--- src/rtl/tight_acc_mm_ctrl.sv ---
// Controller for a tightly coupled DIM x DIM matrix-multiply accelerator: operand fill, MULT sequencing, result read-back.
// Optional build macro TACC_MM_CTRL_STRICT_EN rejects out-of-order commands with an all-ones response.
module tight_acc_mm_ctrl #(
    parameter int DIM    = 10,
    parameter int DATA_W = 64,
    parameter int AW     = 7
) (
    input  logic              clk,
    input  logic              rst_n,
    input  logic              cmd_val,
    output logic              busy,
    input  logic [5:0]        cmd_opcode,
    input  logic [DATA_W-1:0] cmd_config_data,
    output logic              resp_val,
    input  logic              resp_rdy,
    output logic [DATA_W-1:0] resp_data,
    output logic              buf_wr_en,
    output logic              buf_wr_sel,
    output logic [AW-1:0]     buf_wr_addr,
    output logic [DATA_W-1:0] buf_wr_data,
    output logic [AW-1:0]     mac_a_addr,
    output logic [AW-1:0]     mac_b_addr,
    output logic              mac_en,
    output logic              mac_clr,
    output logic              res_wr_en,
    output logic [AW-1:0]     res_wr_addr,
    output logic [AW-1:0]     res_rd_addr,
    input  logic [DATA_W-1:0] res_rd_data
);

    typedef enum logic [2:0] {
        S_IDLE, S_FILL, S_RD, S_RD_WAIT, S_MULT, S_DRAIN, S_RESP
    } state_t;

    localparam logic [5:0]        OP_INIT   = 6'd10;
    localparam logic [5:0]        OP_FILLA  = 6'd11;
    localparam logic [5:0]        OP_FILLB  = 6'd12;
    localparam logic [5:0]        OP_READ   = 6'd13;
    localparam logic [5:0]        OP_MULT   = 6'd25;
    localparam logic [AW-1:0]     DIM_A     = AW'(DIM);
    localparam logic [AW-1:0]     LAST_IDX  = AW'(DIM - 1);
    localparam logic [AW-1:0]     LAST_ADDR = AW'(DIM * DIM - 1);
    localparam logic [DATA_W-1:0] DONE_RESP = DATA_W'(DIM * DIM);

    state_t              state_q;
    logic [AW-1:0]       a_ptr_q, b_ptr_q, rd_ptr_q;
    logic [AW-1:0]       i_q, j_q, k_q;
    logic [AW-1:0]       i_d, j_d, k_d;
    logic                drain_cnt_q;
    logic                wr_p1_q;
    logic [AW-1:0]       wr_addr_p1_q;
    logic [DATA_W-1:0]   resp_data_q;
    logic                buf_wr_en_q, buf_wr_sel_q;
    logic [AW-1:0]       buf_wr_addr_q;
    logic [DATA_W-1:0]   buf_wr_data_q;
    logic [AW-1:0]       mac_a_addr_q, mac_b_addr_q;
    logic                mac_en_q, mac_clr_q;
    logic                res_wr_en_q;
    logic [AW-1:0]       res_wr_addr_q, res_rd_addr_q;
    logic                last_k, last_j, last_i;
    logic                cmd_err;
`ifdef TACC_MM_CTRL_STRICT_EN
    logic                res_valid_q, a_full_q, b_full_q;
`endif

    function automatic logic [AW-1:0] bump(input logic [AW-1:0] p);
        return (p == LAST_ADDR) ? '0 : p + AW'(1);
    endfunction

    assign last_k = (k_q == LAST_IDX);
    assign last_j = (j_q == LAST_IDX);
    assign last_i = (i_q == LAST_IDX);

    // Loop nest i, j, k with k innermost; wraps to 0,0,0 after the final beat.
    always_comb begin
        i_d = i_q;
        j_d = j_q;
        k_d = k_q + AW'(1);
        if (last_k) begin
            k_d = '0;
            j_d = j_q + AW'(1);
            if (last_j) begin
                j_d = '0;
                i_d = last_i ? '0 : i_q + AW'(1);
            end
        end
    end

    always_comb begin
        cmd_err = 1'b0;
`ifdef TACC_MM_CTRL_STRICT_EN
        case (cmd_opcode)
            OP_READ:  cmd_err = !res_valid_q;
            OP_FILLA: cmd_err = a_full_q;
            OP_FILLB: cmd_err = b_full_q;
            OP_MULT:  cmd_err = !(a_full_q && b_full_q);
            default:  cmd_err = 1'b0;
        endcase
`endif
    end

    always_ff @(posedge clk or negedge rst_n) begin
        if (!rst_n) begin
            state_q       <= S_IDLE;
            a_ptr_q       <= '0;
            b_ptr_q       <= '0;
            rd_ptr_q      <= '0;
            i_q           <= '0;
            j_q           <= '0;
            k_q           <= '0;
            drain_cnt_q   <= 1'b0;
            wr_p1_q       <= 1'b0;
            wr_addr_p1_q  <= '0;
            resp_data_q   <= '0;
            buf_wr_en_q   <= 1'b0;
            buf_wr_sel_q  <= 1'b0;
            buf_wr_addr_q <= '0;
            buf_wr_data_q <= '0;
            mac_a_addr_q  <= '0;
            mac_b_addr_q  <= '0;
            mac_en_q      <= 1'b0;
            mac_clr_q     <= 1'b0;
            res_wr_en_q   <= 1'b0;
            res_wr_addr_q <= '0;
            res_rd_addr_q <= '0;
`ifdef TACC_MM_CTRL_STRICT_EN
            res_valid_q   <= 1'b0;
            a_full_q      <= 1'b0;
            b_full_q      <= 1'b0;
`endif
        end else begin
            buf_wr_en_q   <= 1'b0;
            mac_en_q      <= 1'b0;
            mac_clr_q     <= 1'b0;
            wr_p1_q       <= 1'b0;
            // Result write trails the k=DIM-1 beat by two cycles (buffer read + accumulate).
            res_wr_en_q   <= wr_p1_q;
            res_wr_addr_q <= wr_addr_p1_q;
            case (state_q)
                S_IDLE: begin
                    if (cmd_val) begin
                        if (cmd_err) begin
                            resp_data_q <= '1;
                            state_q     <= S_RESP;
                        end else begin
                            case (cmd_opcode)
                                OP_INIT: begin
                                    a_ptr_q     <= '0;
                                    b_ptr_q     <= '0;
                                    rd_ptr_q    <= '0;
`ifdef TACC_MM_CTRL_STRICT_EN
                                    res_valid_q <= 1'b0;
                                    a_full_q    <= 1'b0;
                                    b_full_q    <= 1'b0;
`endif
                                    resp_data_q <= '0;
                                    state_q     <= S_RESP;
                                end
                                OP_FILLA, OP_FILLB: begin
                                    buf_wr_en_q   <= 1'b1;
                                    buf_wr_data_q <= cmd_config_data;
                                    if (cmd_opcode == OP_FILLB) begin
                                        buf_wr_sel_q  <= 1'b1;
                                        buf_wr_addr_q <= b_ptr_q;
                                        b_ptr_q       <= bump(b_ptr_q);
`ifdef TACC_MM_CTRL_STRICT_EN
                                        b_full_q      <= b_full_q || (b_ptr_q == LAST_ADDR);
`endif
                                    end else begin
                                        buf_wr_sel_q  <= 1'b0;
                                        buf_wr_addr_q <= a_ptr_q;
                                        a_ptr_q       <= bump(a_ptr_q);
`ifdef TACC_MM_CTRL_STRICT_EN
                                        a_full_q      <= a_full_q || (a_ptr_q == LAST_ADDR);
`endif
                                    end
                                    state_q <= S_FILL;
                                end
                                OP_READ: begin
                                    res_rd_addr_q <= rd_ptr_q;
                                    state_q       <= S_RD;
                                end
                                OP_MULT: begin
                                    i_q          <= '0;
                                    j_q          <= '0;
                                    k_q          <= '0;
                                    mac_a_addr_q <= '0;
                                    mac_b_addr_q <= '0;
                                    state_q      <= S_MULT;
                                end
                                default: begin
                                    resp_data_q <= '0;
                                    state_q     <= S_RESP;
                                end
                            endcase
                        end
                    end
                end
                S_FILL: begin
                    resp_data_q <= DATA_W'(buf_wr_addr_q);
                    state_q     <= S_RESP;
                end
                S_RD: state_q <= S_RD_WAIT;
                S_RD_WAIT: begin
                    resp_data_q <= res_rd_data;
                    rd_ptr_q    <= bump(rd_ptr_q);
                    state_q     <= S_RESP;
                end
                S_MULT: begin
                    mac_en_q     <= 1'b1;
                    mac_clr_q    <= (k_q == '0);
                    wr_p1_q      <= last_k;
                    wr_addr_p1_q <= i_q * DIM_A + j_q;
                    i_q          <= i_d;
                    j_q          <= j_d;
                    k_q          <= k_d;
                    mac_a_addr_q <= i_d * DIM_A + k_d;
                    mac_b_addr_q <= k_d * DIM_A + j_d;
                    if (last_i && last_j && last_k) begin
                        drain_cnt_q <= 1'b0;
                        state_q     <= S_DRAIN;
                    end
                end
                S_DRAIN: begin
                    if (drain_cnt_q) begin
`ifdef TACC_MM_CTRL_STRICT_EN
                        res_valid_q <= 1'b1;
`endif
                        resp_data_q <= DONE_RESP;
                        state_q     <= S_RESP;
                    end else begin
                        drain_cnt_q <= 1'b1;
                    end
                end
                S_RESP: begin
                    if (resp_rdy) state_q <= S_IDLE;
                end
                default: state_q <= S_IDLE;
            endcase
        end
    end

    assign busy        = (state_q != S_IDLE);
    assign resp_val    = (state_q == S_RESP);
    assign resp_data   = resp_data_q;
    assign buf_wr_en   = buf_wr_en_q;
    assign buf_wr_sel  = buf_wr_sel_q;
    assign buf_wr_addr = buf_wr_addr_q;
    assign buf_wr_data = buf_wr_data_q;
    assign mac_a_addr  = mac_a_addr_q;
    assign mac_b_addr  = mac_b_addr_q;
    assign mac_en      = mac_en_q;
    assign mac_clr     = mac_clr_q;
    assign res_wr_en   = res_wr_en_q;
    assign res_wr_addr = res_wr_addr_q;
    assign res_rd_addr = res_rd_addr_q;

endmodule

--- config.mk ---
export PLATFORM = sky130hd
export DESIGN_NAME = tight_acc_mm_ctrl
export DESIGN_NICKNAME = d
export VERILOG_FILES = /design/src/rtl/tight_acc_mm_ctrl.sv
export SDC_FILE = /design/constraint.sdc
export NUM_CORES = 1
export LEC_CHECK = 0
export CAP_MARGIN = 20
export CORE_ASPECT_RATIO = 0.8
export CORE_MARGIN = 3
export CORE_UTILIZATION = 43
export CTS_CLUSTER_DIAMETER = 30
export DETAILED_ROUTE_END_ITERATION = 10
export PLACE_DENSITY = 0.88
export SETUP_SLACK_MARGIN = 0.1
export SLEW_MARGIN = 20
export SYNTH_ARGS = -nofsm -noshare
export SYNTH_HDL_FRONTEND = slang
export SYNTH_SLANG_ARGS = --single-unit
export TNS_END_PERCENT = 100
--- constraint.sdc ---
create_clock -name clk -period 3.8 [get_ports clk]
set_clock_uncertainty 0.2 [all_clocks]
set_input_delay 0.76 -clock clk [delete_from_list [all_inputs] [get_ports clk]]
set_output_delay 0.76 -clock clk [all_outputs]
set_load 0.05 [all_outputs]
# Word level (Yosys, flattened, before mapping)
# Index checks and enable logic that the tools add are counted.
[classes]
add_sub_neg = 9
multipliers = 3
eq_ne = 26
n_mux = 43
reduce_logical = 22
[op_table]
columns = ["op", "count"]
rows = [
  ["$pmux 64 s4", 1],
  ["$mux 64", 3],
  ["$mux 7", 16],
  ["$pmux 7 s2", 8],
  ["$add 7x1->7 const B", 6],
  ["$eq 6x4->1 const B", 4],
  ["$add 7x7->7", 3],
  ["$eq 7x4->1 const B", 3],
  ["$eq 7x7->1 const B", 3],
  ["$mul 7x3->6 const B", 3],
  ["$pmux 3 s6", 1],
  ["$reduce_and 4->1", 4],
  ["$mux 3", 4],
  ["$ne 2x2->1 const B", 6],
  ["$reduce_and 3->1", 4],
  ["$eq 3x3->1 const B", 3],
  ["$pmux 3 s3", 1],
  ["$mux 1", 8],
  ["$reduce_bool 2->1", 4],
  ["$logic_not 7->1", 1],
  ["$eq 3x2->1 const B", 2],
  ["$eq 6x5->1 const B", 1],
  ["$ne 2x1->1 const B", 3],
  ["$reduce_bool 4->1", 1],
  ["other kinds (8)", 10],
]
[word_totals]
ff_bits = 222
out_inout_bits = 170

# Longest topological paths before layout
[logic_depth]
ltp_word = 7
mapped_depth = 18
mapped_depth_nobuf = 17

# Worst setup path before layout
# OpenSTA, ideal clock, no wires.
[synth_timing]
path_type = "register -> register"
start = "register j_q[0]"
end = "register mac_a_addr_q[6], in the netlist mac_a_addr[6]"
t_arrival_ns = 3.379
slack_ns = 0.100
path_stages_with_launch = 15
n_path_buf = 1
cell_sequence = "dfrtp_1 -> ha_1 -> and2b_2 -> and4_1 -> buf_4 -> nand2_1 -> mux2_2 -> ha_1 -> inv_1 -> fa_1 -> inv_1 -> ha_1 -> a21oi_1 -> xor3_1 -> a22o_1"
[synth_between]
elab_chain_cells = 6
[synth_rtl]
columns = ["element", "line", "text"]
rows = [
  ["start: declaration", "47", "logic [AW-1:0] i_q, j_q, k_q;"],
  ["start signal: assignment", "215", "j_q <= j_d;"],
  ["$eq 7x4->1", "71", "assign last_j = (j_q == LAST_IDX);"],
  ["$mux 7", "82", "if (last_j) begin"],
  ["$mux 7", "79", "if (last_k) begin"],
  ["$mul 7x3->6", "217", "mac_a_addr_q <= i_d * DIM_A + k_d;"],
  ["$add 7x7->7", "217", ""],
  ["$pmux 7 s2", "139", "case (state_q)"],
  ["end signal: assignment", "217", ""],
  ["end: declaration", "56", "logic [AW-1:0] mac_a_addr_q, mac_b_addr_q;"],
]
# Every way passes these cells.
# A chain may end at the register's enable or synchronous reset.

# Worst setup path after layout
[layout_timing]
start = "register j_q[6]"
end = "register mac_a_addr_q[6], in the netlist mac_a_addr[6]"
# Same word-level chain as after synthesis.

==> flow_summary_export.csv <==
group,metric,value,unit
logic_synthesis,syn_nets,1178,
clocking,cts_made_buffers,40,
timing,tightest_slew,0.7604,ns
route,wl,31210,um
critical_path,cp-end-kind,"flip-flop",
route,antenna_left,0,
logic_synthesis,yosys_warnings,0,
logic_synthesis,synth_edf_count,0,
timing,hold_viol,0,
timing,finalSetupViolCount,0,
route,drt_iter0_markers,609,
timing,timing.hold.ws,0.05185,ns
layout,finalNetCount,1515,
grt,globalRouteOverflowTotal,0,
layout,multi_input_area,4327,sq um
die,pin_count,308,
logic_synthesis,syn_avg_cell_area,10.17,sq um
clocking,clock-sinks,220,
clocking,cts-root-buf,"clkbuf_16",
power,irDropWorstVdd,426.8,uV
grt,grt_max_degree,95,
clocking,cts.clk_slew.worst_paths,0.05,ns
logic_synthesis,synth_largest_area_cell,"dfrtp_1",
timing,setup_tns,0,ns
die,core-area,22870,sq um
critical_path,worstPathArrival,3.91,ns
clocking,htreeDepth,2,
placement,dpl_cell_area,13740,sq um
logic_synthesis,synth_top_area_share,54.18,%
die,dieHeight,143.5,um
grt,grt_pass1_vias,8751,
logic_synthesis,syn_inst,999,
critical_path,worstSetupPathType,"reg2reg",
timing,period_share,98.27,%
route,wl_per_cell,18.67,um
route,dr.pass1.iters,5,
critical_path,required,3.98,ns
grt,grt_pass1_wl,48040,um
layout,final_util,66.46,%
route,num_vias,8908,
clocking,max-clock-path-buffers,3,
critical_path,crit_fanout,5,
timing,drv_slew,0,
grt,antenna_found_initial,2,
layout,drive_above_1_share,10.18,%
placement,preCtsSetupSlack,-0.06797,ns
layout,seq_area,5505,sq um
die,start_util,44.43,%
route,drc_errors,0,
layout,diodes,0,
timing,fin_crit,3.734,ns
placement,port_buffers,307,
timing,rsz0062_at_grt,"yes",
logic_synthesis,synth_area,10160,sq um
run,maxCapViolCount,0,
power,powerDensity,850.0,nW/um^2
logic_synthesis,synthTopCellsByArea,"dfrtp_1 (54%), nand2_1 (9.7%), a22o_1 (5.6%)",
logic_synthesis,ys.flop_type,"dfrtp_1",
placement,gp_congestion,0.9411,
die,die_area,25520,sq um
critical_path,reg2reg_from,"j_q[6]",
logic_synthesis,synth-seq-area-share,54.18,%
timing,fmax,267.8,MHz
critical_path,start_kind,"flip-flop",
run_status,status,"complete, no violations",
grt,track_usage,23.57,%
layout,finish.instance_area,15200,sq um
timing,fin_ws,0.06557,ns
critical_path,critPathLaunch,"j_q[6]",
die,rows,49,
placement,hpwlAfterDp,22060,um
timing,slew-limit-headroom,49.31,%
die,die_x,177.9,um
route,viasPerCell,5.328,
layout,n_fill_cell,1626,
logic_synthesis,synth_cell_types,67,
logic_synthesis,synthArstFlopShare,100.0,%
layout,area_growth_syn_to_layout,49.56,%
clocking,clock_latency,0.51,ns
logic_synthesis,synth-seq-cells,220,
power,leakagePower,0.007157,uW
clocking,cts_tree,"yes",
hold_path,hp-class,"in2async",
-- routing by layer --
metal  up-vias  track usage [%]  part of all wire [%]  wire (um)
li1       4147                -                     -          -
met4         4            7.146                   2.5        792
met5         -                0                 0.087         27
met3        69            5.837                   8.2       2573
met2       399            39.34                    49      15390
met1      4289            30.57                    40      12430
-- state kept, by name (all words and copies together), names as in the netlist, 3 cells and up --
signal and flops:
res_wr_addr 7, k_q 7, a_ptr_q 7, state_q 3, buf_wr_addr 7, i_q 7
wr_addr_p1_q 7, buf_wr_data 64, j_q 7, b_ptr_q 7, res_rd_addr 7, resp_data 64
mac_a_addr 6, mac_b_addr 6, rd_ptr_q 7
-- report_power, final --
| group | switching (uW) | total [uW] | internal (uW) |
|---|---|---|---|
| registers | 415 | 3370 | 2960 |
| clock network | 1200 | 3740 | 2540 |
| logic | 3600 | 5810 | 2200 |
| total | 5220 | 12900 | 7700 |
-- logic make-up (layout without fill, tap and decap cells) --
group,Yosys count,count (layout),share of synthesized area (%)
XOR/XNOR,34,34,3.349
AO/OA/AOI/OAI,216,216,14.80
buffers and inverters,87,454,3.608
multiplexers,18,18,1.872
adder cells (fa/ha/maj),41,41,5.492
AND/OR/NAND/NOR,383,383,16.70
flip-flops,220,220,54.18
-- repair_timing --
action                                  CTS  global route
cloned                                    0             0
hold buffers                              0             0
endpoints found under the setup margin    1             1
resized for setup                         3             3
hold endpoints to repair                  0             0
pin swaps                                 2             2
setup buffers                             1             0
-- layout by cell type, fill, tap and decap left out, types with 8 or more instances in the layout --
cell type	instances
clkbuf_16	42
buf_4	33
a22o_1	65
nor2b_1	11
mux2_2	8
clkdlybuf4s50_1	306
xor2_1	10
nand3_1	24
nand4_1	8
a21oi_1	22
inv_1	35
mux2i_1	10
xnor2_1	21
nand2_1	262
ha_1	35
o21ai_0	69
o31ai_1	13
nor2_1	32
dfrtp_1	220
-- Yosys cell counts (5+ instances only) --
cell        n
ha_1       35
nand2_1   262
nand2b_1    7
xor2_1     10
o21ai_0    70
buf_2      16
nor3_1      7
dfrtp_1   220
nor2_1     33
mux2_2      8
clkbuf_1   26
a31oi_1     5
nor2b_1    11
o31ai_1    13
a22o_1     65
o21bai_1    5
and3_1      7
nand3_1    24
o41ai_1     5
xnor2_1    21
nand4_1     8
fa_1        6
a21o_1      6
mux2i_1    10
a21oi_1    23
inv_1      35
-- path summary, 6_finish.rpt --
| path | endpoint | slack [ns] | cells past startpoint |
|---|---|---|---|
| worst max-delay path | mac_a_addr[6] | 0.07 | 14 |
| worst min-delay path | mac_b_addr[6] | 0.05 | 1 |
| min in group clk | res_wr_en | 0.14 | 0 |
| worst min register to register | res_wr_en | 0.14 | 0 |
| worst max register to register | mac_a_addr[6] | 0.07 | 14 |
| max in group asynchronous | rd_ptr_q[0] | 2.53 | 2 |
-- worst max-delay path, stage by stage, from the launching register on --
cell and delay, ns:
dfrtp_1 0.40, nor4b_4 0.39, and4_4 0.32, nand2b_1 0.12, nor3_1 0.17, a21oi_1 0.06, o21ai_1 0.18, ha_1 0.18
inv_1 0.05, fa_2 0.51, inv_1 0.04, ha_1 0.33, a21oi_2 0.16, xor3_1 0.31, a22o_1 0.18
-- area by class of cell --
cell class | count | share of cell area (%)
Clock inverter | 24 | 2.239
Clock buffer | 48 | 7.196
Timing Repair Buffer | 344 | 22.41
Inverter | 38 | 0.9386
Multi-Input combinational cell | 692 | 28.47
Tap cell | 306 | 2.519
Sequential cell | 220 | 36.23
-- metrics by stage --
stage               std cells  total power (uW)
global route             1672             13640
floorplan                 999              7193
CTS                      1672             13000
finish                   1672             12920
detailed placement       1599              9148
global placement         1599              9002
Note: power is estimated with default switching activity, not from simulation.
